--- config.mk ---
export PLATFORM = sky130hd
export DESIGN_NAME = imm_extend_unit_flat
export DESIGN_NICKNAME = d
export VERILOG_FILES = /design/src/rtl/imm_extend_unit_pkg.sv /design/src/rtl/imm_extend_unit_if.sv /design/src/rtl/imm_extend_unit_rot32.sv /design/src/rtl/imm_extend_unit.sv /design/src/flat_wrapper.sv
export SDC_FILE = /design/constraint.sdc
export NUM_CORES = 1
export LEC_CHECK = 0
export BUFFER_PORTS_ARGS = -buffer_cell sky130_fd_sc_hd__buf_2
export CORE_MARGIN = 2
export CORE_UTILIZATION = 45
export CTS_BUF_LIST = sky130_fd_sc_hd__clkbuf_8
export CTS_CLUSTER_DIAMETER = 40
export DETAILED_ROUTE_END_ITERATION = 12
export PLACE_DENSITY_LB_ADDON = 0.05
export SLEW_MARGIN = 5
export SYNTH_ARGS = -nofsm -noshare
export SYNTH_HDL_FRONTEND = slang
export SYNTH_SLANG_ARGS = --single-unit
--- constraint.sdc ---
create_clock -name clk -period 1.5 [get_ports clk]
set_input_delay 0.3 -clock clk [delete_from_list [all_inputs] [get_ports clk]]
set_output_delay 0.3 -clock clk [all_outputs]
set_load 0.02 [all_outputs]
--- src/rtl/imm_extend_unit_pkg.sv ---
`default_nettype none
// +----------------------------------------------------------------------+
// | Package : arm_imm_pkg                                                |
// | Brief   : Shared types and constants for the ARM immediate unit.     |
// | Rev     : 1.0  initial release                                       |
// +----------------------------------------------------------------------+
package arm_imm_pkg;

  // Immediate mode select; 3'b101..3'b111 are illegal encodings.
  typedef enum logic [2:0] {
    IMM_DP8   = 3'b000,
    IMM_MEM12 = 3'b001,
    IMM_BR24  = 3'b010,
    IMM_DPROT = 3'b011,
    IMM_HALF  = 3'b100
  } imm_src_t;

  // Control state: idle / iterative rotation in progress.
  typedef enum logic [0:0] {
    IDLE = 1'b0,
    ROT  = 1'b1
  } state_t;

  // The data-processing rotate always acts on a 32-bit field.
  localparam int ROT_FIELD_W = 32;
  // Rotate amounts (and the remainder counter) are 5 bits wide.
  localparam int ROT_AMT_W   = 5;

  // Rotate amount encoded in instr[11:8] is twice the field value.
  function automatic logic [ROT_AMT_W-1:0] rot_amount(input logic [3:0] rot4);
    return {rot4, 1'b0};
  endfunction

endpackage
`default_nettype wire

--- src/rtl/imm_extend_unit_if.sv ---
`default_nettype none
// +----------------------------------------------------------------------+
// | Interface : imm_extend_unit_if                                       |
// | Brief     : Request/result handshake bundle of the immediate unit.   |
// | Rev       : 1.0  initial release                                     |
// +----------------------------------------------------------------------+
interface imm_extend_unit_if #(
  parameter int DATA_W = 32,
  parameter int TAG_W  = 4
);
  logic              in_valid;
  logic              in_ready;
  logic [23:0]       instr;
  logic [2:0]        imm_src;
  logic [TAG_W-1:0]  in_tag;
  logic              out_valid;
  logic              out_ready;
  logic [DATA_W-1:0] ext_imm;
  logic              shift_c;
  logic              shift_cv;
  logic              imm_err;
  logic [TAG_W-1:0]  out_tag;

  // Decode side: issues requests, consumes results.
  modport master (
    output in_valid, instr, imm_src, in_tag, out_ready,
    input  in_ready, out_valid, ext_imm, shift_c, shift_cv, imm_err, out_tag
  );

  // Immediate unit side.
  modport slave (
    input  in_valid, instr, imm_src, in_tag, out_ready,
    output in_ready, out_valid, ext_imm, shift_c, shift_cv, imm_err, out_tag
  );
endinterface
`default_nettype wire

--- src/rtl/imm_extend_unit_rot32.sv ---
`default_nettype none
// +----------------------------------------------------------------------+
// | Module : imm_rot32                                                   |
// | Brief  : Combinational 32-bit rotate-right with shifter carry-out.   |
// | Rev    : 1.0  initial release                                        |
// +----------------------------------------------------------------------+
module imm_rot32 (
  input  logic [31:0] data,
  input  logic [4:0]  amount,
  output logic [31:0] result,
  output logic        carry
);
  // Right rotate as two shifts; a zero amount makes the left shift 32 -> 0.
  always_comb begin
    result = (data >> amount) | (data << (6'd32 - {1'b0, amount}));
    carry  = result[31];
  end
endmodule
`default_nettype wire

--- src/rtl/imm_extend_unit.sv ---
`default_nettype none
// +----------------------------------------------------------------------+
// | Module : imm_extend_unit                                             |
// | Brief  : ARM immediate generator with iterative imm8 rotator,        |
// |          shifter carry-out and valid/ready on both sides.            |
// | Rev    : 1.0  initial release                                        |
// +----------------------------------------------------------------------+
module imm_extend_unit
  import arm_imm_pkg::*;
#(
  parameter int DATA_W   = 32,
  parameter int ROT_STEP = 32,
  parameter int TAG_W    = 4
) (
  input  logic             clk,
  input  logic             reset_n,
  imm_extend_unit_if.slave bus
);

  // Step size for comparisons (6 bits holds 32) and as a rotate amount.
  // ROT_STEP=32 never reaches the iterative path since r <= 30.
  localparam logic [5:0]           STEP_CMP = 6'(ROT_STEP);
  localparam logic [ROT_AMT_W-1:0] STEP_AMT = 5'(ROT_STEP % ROT_FIELD_W);

  state_t                 state;
  state_t                 next_state;
  logic [ROT_FIELD_W-1:0] work;
  logic [ROT_AMT_W-1:0]   rem;
  logic [TAG_W-1:0]       tag_hold;

  logic                   out_valid_q;
  logic [DATA_W-1:0]      ext_imm_q;
  logic                   shift_c_q;
  logic                   shift_cv_q;
  logic                   imm_err_q;
  logic [TAG_W-1:0]       out_tag_q;

  logic [ROT_AMT_W-1:0]   in_rot;
  logic                   accept;
  logic                   long_rot;
  logic                   rem_more;
  logic                   load_out;
  logic                   load_work;
  logic [ROT_FIELD_W-1:0] rot_in;
  logic [ROT_AMT_W-1:0]   rot_amt;
  logic [ROT_FIELD_W-1:0] rot_out;
  logic                   rot_carry;

  logic [DATA_W-1:0]      res_ext;
  logic                   res_c;
  logic                   res_cv;
  logic                   res_err;
  logic [TAG_W-1:0]       res_tag;

  assign in_rot   = rot_amount(bus.instr[11:8]);
  assign long_rot = (bus.imm_src == IMM_DPROT) && ({1'b0, in_rot} > STEP_CMP);
  assign rem_more = ({1'b0, rem} > STEP_CMP);

  // Accept only when idle and the output slot is free or draining now.
  assign bus.in_ready = reset_n & (state == IDLE) & (~out_valid_q | bus.out_ready);
  assign accept       = bus.in_valid & bus.in_ready;

  // Single rotator shared by the first step in IDLE and the ROT iterations.
  imm_rot32 u_rot (
    .data   (rot_in),
    .amount (rot_amt),
    .result (rot_out),
    .carry  (rot_carry)
  );

  // State register; reset discards any in-flight rotation.
  always_ff @(posedge clk or negedge reset_n) begin
    if (!reset_n) begin
      state <= IDLE;
    end else begin
      state <= next_state;
    end
  end

  // Next state: long rotates detour through ROT until the remainder fits.
  always_comb begin
    next_state = state;
    case (state)
      IDLE:    if (accept && long_rot) next_state = ROT;
      ROT:     if (!rem_more)          next_state = IDLE;
      default: next_state = IDLE;
    endcase
  end

  // Control outputs: rotator operands and register load strobes.
  always_comb begin
    load_out  = 1'b0;
    load_work = 1'b0;
    rot_in    = {24'd0, bus.instr[7:0]};
    rot_amt   = long_rot ? STEP_AMT : in_rot;
    case (state)
      IDLE: begin
        if (accept) begin
          load_work = long_rot;
          load_out  = ~long_rot;
        end
      end
      ROT: begin
        rot_in    = work;
        rot_amt   = rem_more ? STEP_AMT : rem;
        load_work = rem_more;
        load_out  = ~rem_more;
      end
      default: ;
    endcase
  end

  // Result selection: final rotate step in ROT, or the mode decode in IDLE.
  always_comb begin
    res_ext = '0;
    res_c   = 1'b0;
    res_cv  = 1'b0;
    res_err = 1'b0;
    res_tag = bus.in_tag;
    if (state == ROT) begin
      // Only rotates longer than one step get here, so r is non-zero.
      res_ext = DATA_W'(rot_out);
      res_c   = rot_carry;
      res_cv  = 1'b1;
      res_tag = tag_hold;
    end else begin
      case (bus.imm_src)
        IMM_DP8:   res_ext = DATA_W'(bus.instr[7:0]);
        IMM_MEM12: res_ext = DATA_W'(bus.instr[11:0]);
        IMM_BR24:  res_ext = {{(DATA_W-24){bus.instr[23]}}, bus.instr} << 2;
        IMM_DPROT: begin
          res_ext = DATA_W'(rot_out);
          res_cv  = (in_rot != '0);
          res_c   = (in_rot != '0) & rot_carry;
        end
        IMM_HALF:  res_ext = DATA_W'({bus.instr[11:8], bus.instr[3:0]});
        default:   res_err = 1'b1;
      endcase
    end
  end

  // Rotation working registers: partial result, remaining amount, tag.
  always_ff @(posedge clk or negedge reset_n) begin
    if (!reset_n) begin
      work     <= '0;
      rem      <= '0;
      tag_hold <= '0;
    end else if (load_work) begin
      work <= rot_out;
      if (state == IDLE) begin
        rem      <= in_rot - STEP_AMT;
        tag_hold <= bus.in_tag;
      end else begin
        rem <= rem - STEP_AMT;
      end
    end
  end

  // Output registers: load on completion, hold while stalled, clear on drain.
  always_ff @(posedge clk or negedge reset_n) begin
    if (!reset_n) begin
      out_valid_q <= 1'b0;
      ext_imm_q   <= '0;
      shift_c_q   <= 1'b0;
      shift_cv_q  <= 1'b0;
      imm_err_q   <= 1'b0;
      out_tag_q   <= '0;
    end else if (load_out) begin
      out_valid_q <= 1'b1;
      ext_imm_q   <= res_ext;
      shift_c_q   <= res_c;
      shift_cv_q  <= res_cv;
      imm_err_q   <= res_err;
      out_tag_q   <= res_tag;
    end else if (bus.out_ready) begin
      out_valid_q <= 1'b0;
    end
  end

  assign bus.out_valid = out_valid_q;
  assign bus.ext_imm   = ext_imm_q;
  assign bus.shift_c   = shift_c_q;
  assign bus.shift_cv  = shift_cv_q;
  assign bus.imm_err   = imm_err_q;
  assign bus.out_tag   = out_tag_q;

endmodule
`default_nettype wire

--- src/flat_wrapper.sv ---
// flat-port wrapper written by rule: the top's interface ports become plain ports
module imm_extend_unit_flat import arm_imm_pkg::*;
#(
  parameter int DATA_W   = 32,
  parameter int ROT_STEP = 32,
  parameter int TAG_W    = 4
)
  (clk, reset_n, bus_in_valid, bus_instr, bus_imm_src, bus_in_tag, bus_out_ready, bus_in_ready, bus_out_valid, bus_ext_imm, bus_shift_c, bus_shift_cv, bus_imm_err, bus_out_tag);
  imm_extend_unit_if #(.DATA_W(DATA_W), .TAG_W(TAG_W)) bus_i ();
  input  logic clk;
  input  logic reset_n;
  input wire logic [$bits(bus_i.in_valid)-1:0] bus_in_valid;
  input wire logic [$bits(bus_i.instr)-1:0] bus_instr;
  input wire logic [$bits(bus_i.imm_src)-1:0] bus_imm_src;
  input wire logic [$bits(bus_i.in_tag)-1:0] bus_in_tag;
  input wire logic [$bits(bus_i.out_ready)-1:0] bus_out_ready;
  output wire logic [$bits(bus_i.in_ready)-1:0] bus_in_ready;
  output wire logic [$bits(bus_i.out_valid)-1:0] bus_out_valid;
  output wire logic [$bits(bus_i.ext_imm)-1:0] bus_ext_imm;
  output wire logic [$bits(bus_i.shift_c)-1:0] bus_shift_c;
  output wire logic [$bits(bus_i.shift_cv)-1:0] bus_shift_cv;
  output wire logic [$bits(bus_i.imm_err)-1:0] bus_imm_err;
  output wire logic [$bits(bus_i.out_tag)-1:0] bus_out_tag;
  assign bus_i.in_valid = bus_in_valid;
  assign bus_i.instr = bus_instr;
  assign bus_i.imm_src = bus_imm_src;
  assign bus_i.in_tag = bus_in_tag;
  assign bus_i.out_ready = bus_out_ready;
  assign bus_in_ready = bus_i.in_ready;
  assign bus_out_valid = bus_i.out_valid;
  assign bus_ext_imm = bus_i.ext_imm;
  assign bus_shift_c = bus_i.shift_c;
  assign bus_shift_cv = bus_i.shift_cv;
  assign bus_imm_err = bus_i.imm_err;
  assign bus_out_tag = bus_i.out_tag;
  imm_extend_unit #(.DATA_W(DATA_W), .ROT_STEP(ROT_STEP), .TAG_W(TAG_W)) u_core (.clk(clk), .reset_n(reset_n), .bus(bus_i));
endmodule
==> summary.txt <==
Drt
  – First-pass iteration count of the detailed router: 5
  – Final WL: around 8.2 mm
  – Initial DRC count: 238
  – # DRC: 0
  – Vias per inst: ~5.7
  – Final ANT Viol Nets: 0
  – Vias: ~2,800
  – WL/cell: around 17 um

Critical path
  – CP Data Arrival Time: ~1.2 ns
  – Startpoint types: flip-flop
  – Data required, critical path: ~1.2 ns
  – Setup CP Type: flip-flop to output port
  – CP endpoint kind: output port
  – Crit-path max FO: 3

STA
  – Setup TNS: 0 ns
  – Fin Clk Skew: about 0.0034 ns
  – Max Slew Vio Count: 0
  – Crit path time final: around 1.5 ns
  – Unrepaired setup endpoints after global routing: true
  – Slew headroom: approximately half
  – Final count of hold timing violations: 0
  – Final worst-path cycle share: between 90% and 100%
  – Worst-Margin Slew: around 0.73 ns
  – Worst hold margin: around 0.076 ns
  – Final worst setup slack: between 0.02 and 0.03 ns
  – Final setup viols: 0
  – Fmax: 679.3 MHz

Global route
  – Vias in the first global route: between 2,000 and 3,000
  – Largest net degree at the start of global routing: 30
  – Global route overflow: 0
  – Initial antenna violation count: 0
  – Global-route wire length before repair: 13.21 mm
  – GRT Total Usage: about 28%

Die
  – Die X: 78.78 um
  – CORE AREA: 0.005439 sq mm
  – Placement Rows: 27
  – Die height: 78.78 um
  – I/O pins: 76
  – Die Area: slightly above 0.006 sq mm
  – Initial cell density of the core: between 40% and 50%

Synth
  – Number of enable flip-flop cells after synthesis: 0
  – Synth warn: 0
  – Asr flop ratio synth: 100.0%
  – Synthesized net count: approximately 330
  – Synth Instances: just under 300
  – Post-synthesis cell type count: between 40 and 50
  – Synth top area share: around 40%
  – Post-synthesis register bit count: 40
  – Top_reg_cell synth: dfrtp_1
  – Syn_area_per_cell: around 8.6 sq um
  – Yosys top cell by area: dfrtp_1
  – Post-synthesis sequential area ratio: 39.78%
  – Area contributors post-synth: dfrtp_1 40%, nand2_1 6.3%, a221o_1 4.8%
  – Synthesized area: 0.002516 sq mm

Place
  – Dpl ws: -0.3193 ns
  – Final GP Congestion: approximately 0.9
  – Cell count after placement: between 400 and 500
  – HPWL Detailed: 6.262 mm
  – Placed Area: roughly 0.0035 sq mm
  – Port bufs: 75

Layout
  – Register area: 0.001001 sq mm
  – Final Util: between 60% and 70%
  – Final cell count without fillers: 490
  – Fill cells: ~470
  – Layout cells sized above 1: between 40% and 50%
  – Area of the multi-input gates: approximately 0.0016 sq mm
  – Fin nets: around 450
  – Antenna diodes: 0
  – Syn-to-layout area delta: 50.32%
  – Design area: approximately 0.0038 sq mm

Worst hold path
  – Hold Crit Class: input port to asynchronous set/reset pin

Pwr
  – PnR Total Power: between 3 and 4 mW
  – Leakage: 1.883 nW
  – VDD IR max: roughly 0.00044 V
  – P per Cell Area: 869.4 mW/mm^2

Clock network
  – Worst-path clk slew: about 0.080 ns
  – CTS sink count: 40
  – CTS Buf Count: 5
  – CTS max path bufs: 2
  – CTS tree: built
  – Latest clock arrival within the worst-skew pair: ~0.30 ns
  – Clock Tree Root: clkbuf_8
  – CTS H-tree lvls: 2

Run
  – Max_cap viols: 0

Run status
  – Status: finished, final reports clean
-- kinds of logic (layout without fill, tap and decap cells) --
kind of cell	count (synthesis)	in the layout	share of synthesized area, %
compound gates	96	96	25.31
xor+xnor	4	4	1.691
fa+ha+maj	1	1	0.4972
buf+inv	32	157	5.967
flops	40	40	39.78
mux	10	10	4.525
simple gates	110	110	22.23
-- layer usage --
metal	vias up	GRT usage [%]	part of all wire (%)	routed length (um)
met5	-	0	0	0
met4	0	8.947	2.4	200
met3	18	3.750	6.7	549
met2	117	44.87	48	3938
met1	1320	38.12	43	3556
li1	1321	-	-	-
-- critical path, stage by stage (launching register included) --
cell and delay [ns]:
dfrtp_1 0.38, nand2b_1 0.13, buf_6 0.12, and2_1 0.13, buf_6 0.12
-- sequential cells by signal, indices dropped and copies added, names as in the netlist --
signal	cells
u_core.bus.ext_imm	32
u_core.bus.out_tag	4
u_core.bus.imm_err	1
u_core.bus.out_valid	1
u_core.bus.shift_c	1
u_core.bus.shift_cv	1
-- layout make-up --
| type | instances | share of cell area (%) |
|---|---|---|
| timing repair buffer | 141 | 25.80 |
| multi-input combinational | 221 | 41.65 |
| clock buffer | 5 | 1.819 |
| inverter | 8 | 0.8601 |
| tap | 72 | 2.382 |
| sequential | 40 | 26.46 |
| clock inverter | 3 | 1.025 |
-- cells in the mapped netlist (all sizes together), types with 3 or more instances --
| master | n |
|---|---|
| inv | 8 |
| clkbuf | 6 |
| nand4 | 3 |
| mux2 | 5 |
| a31oi | 4 |
| o22ai | 5 |
| mux2i | 5 |
| a221o | 12 |
| nand3 | 6 |
| and2 | 3 |
| and3 | 8 |
| a21oi | 20 |
| o21ai | 27 |
| nor3 | 8 |
| a221oi | 9 |
| nand2b | 3 |
| nor2b | 8 |
| a21o | 3 |
| dfrtp | 40 |
| a22oi | 8 |
| buf | 18 |
| nor2 | 18 |
| nand2 | 42 |
-- path summary, 6_finish.rpt --
path / slack [ns] / endpoint / start / cells after the start
worst min register to register: 0.47 / u_core.bus.out_tag[2]$_DFFE_PN0P_ / u_core.bus.out_tag[2]$_DFFE_PN0P_ / 2
worst min-delay path: 0.08 / u_core.bus.out_valid$_DFFE_PN0P_ / reset_n / 2
min in group clk: 0.19 / u_core.bus.out_tag[2]$_DFFE_PN0P_ / bus_in_tag[2] / 3
worst max-delay path: 0.03 / bus_in_ready / u_core.bus.out_valid$_DFFE_PN0P_ / 4
worst max register to register: 0.08 / u_core.bus.ext_imm[2]$_DFFE_PN0P_ / u_core.bus.out_valid$_DFFE_PN0P_ / 7
max in group asynchronous: 0.81 / u_core.bus.ext_imm[11]$_DFFE_PN0P_ / reset_n / 3
-- power by group --
group	leakage, nW	switching, mW	internal (mW)
combinational	1.31	0.653	0.485
clock	0.0593	0.389	0.487
sequential	0.516	0.0673	1.21
-- what timing repair did --
action,4_1_cts,5_1_grt
gates cloned,0,1
pin swaps,0,6
buffers inserted,0,3
hold buffers,1,0
endpoints found under the hold margin,12,0
resized for setup,1,29
setup endpoints to repair,2,33
-- placed cells by master, fill, tap and decap left out, drive strengths merged, types with 2 or more instances in the layout --
cell type / count
nand2: 42
nand2b: 3
and2: 3
buf: 139
a21boi: 2
or3: 2
a22oi: 8
nand3b: 2
xnor2: 2
dfrtp: 40
xor2: 2
clkbuf: 6
mux2: 5
o21ai: 27
a21o: 3
mux2i: 5
a221oi: 9
nor3b: 2
and3: 8
o211ai: 2
a21oi: 20
a22o: 2
a221o: 12
nand3: 6
inv: 9
nor2: 18
nor3: 8
o22ai: 5
nor2b: 8
nor4: 2
nand4: 3
a31oi: 4
(Power assumes the default switching activity.)
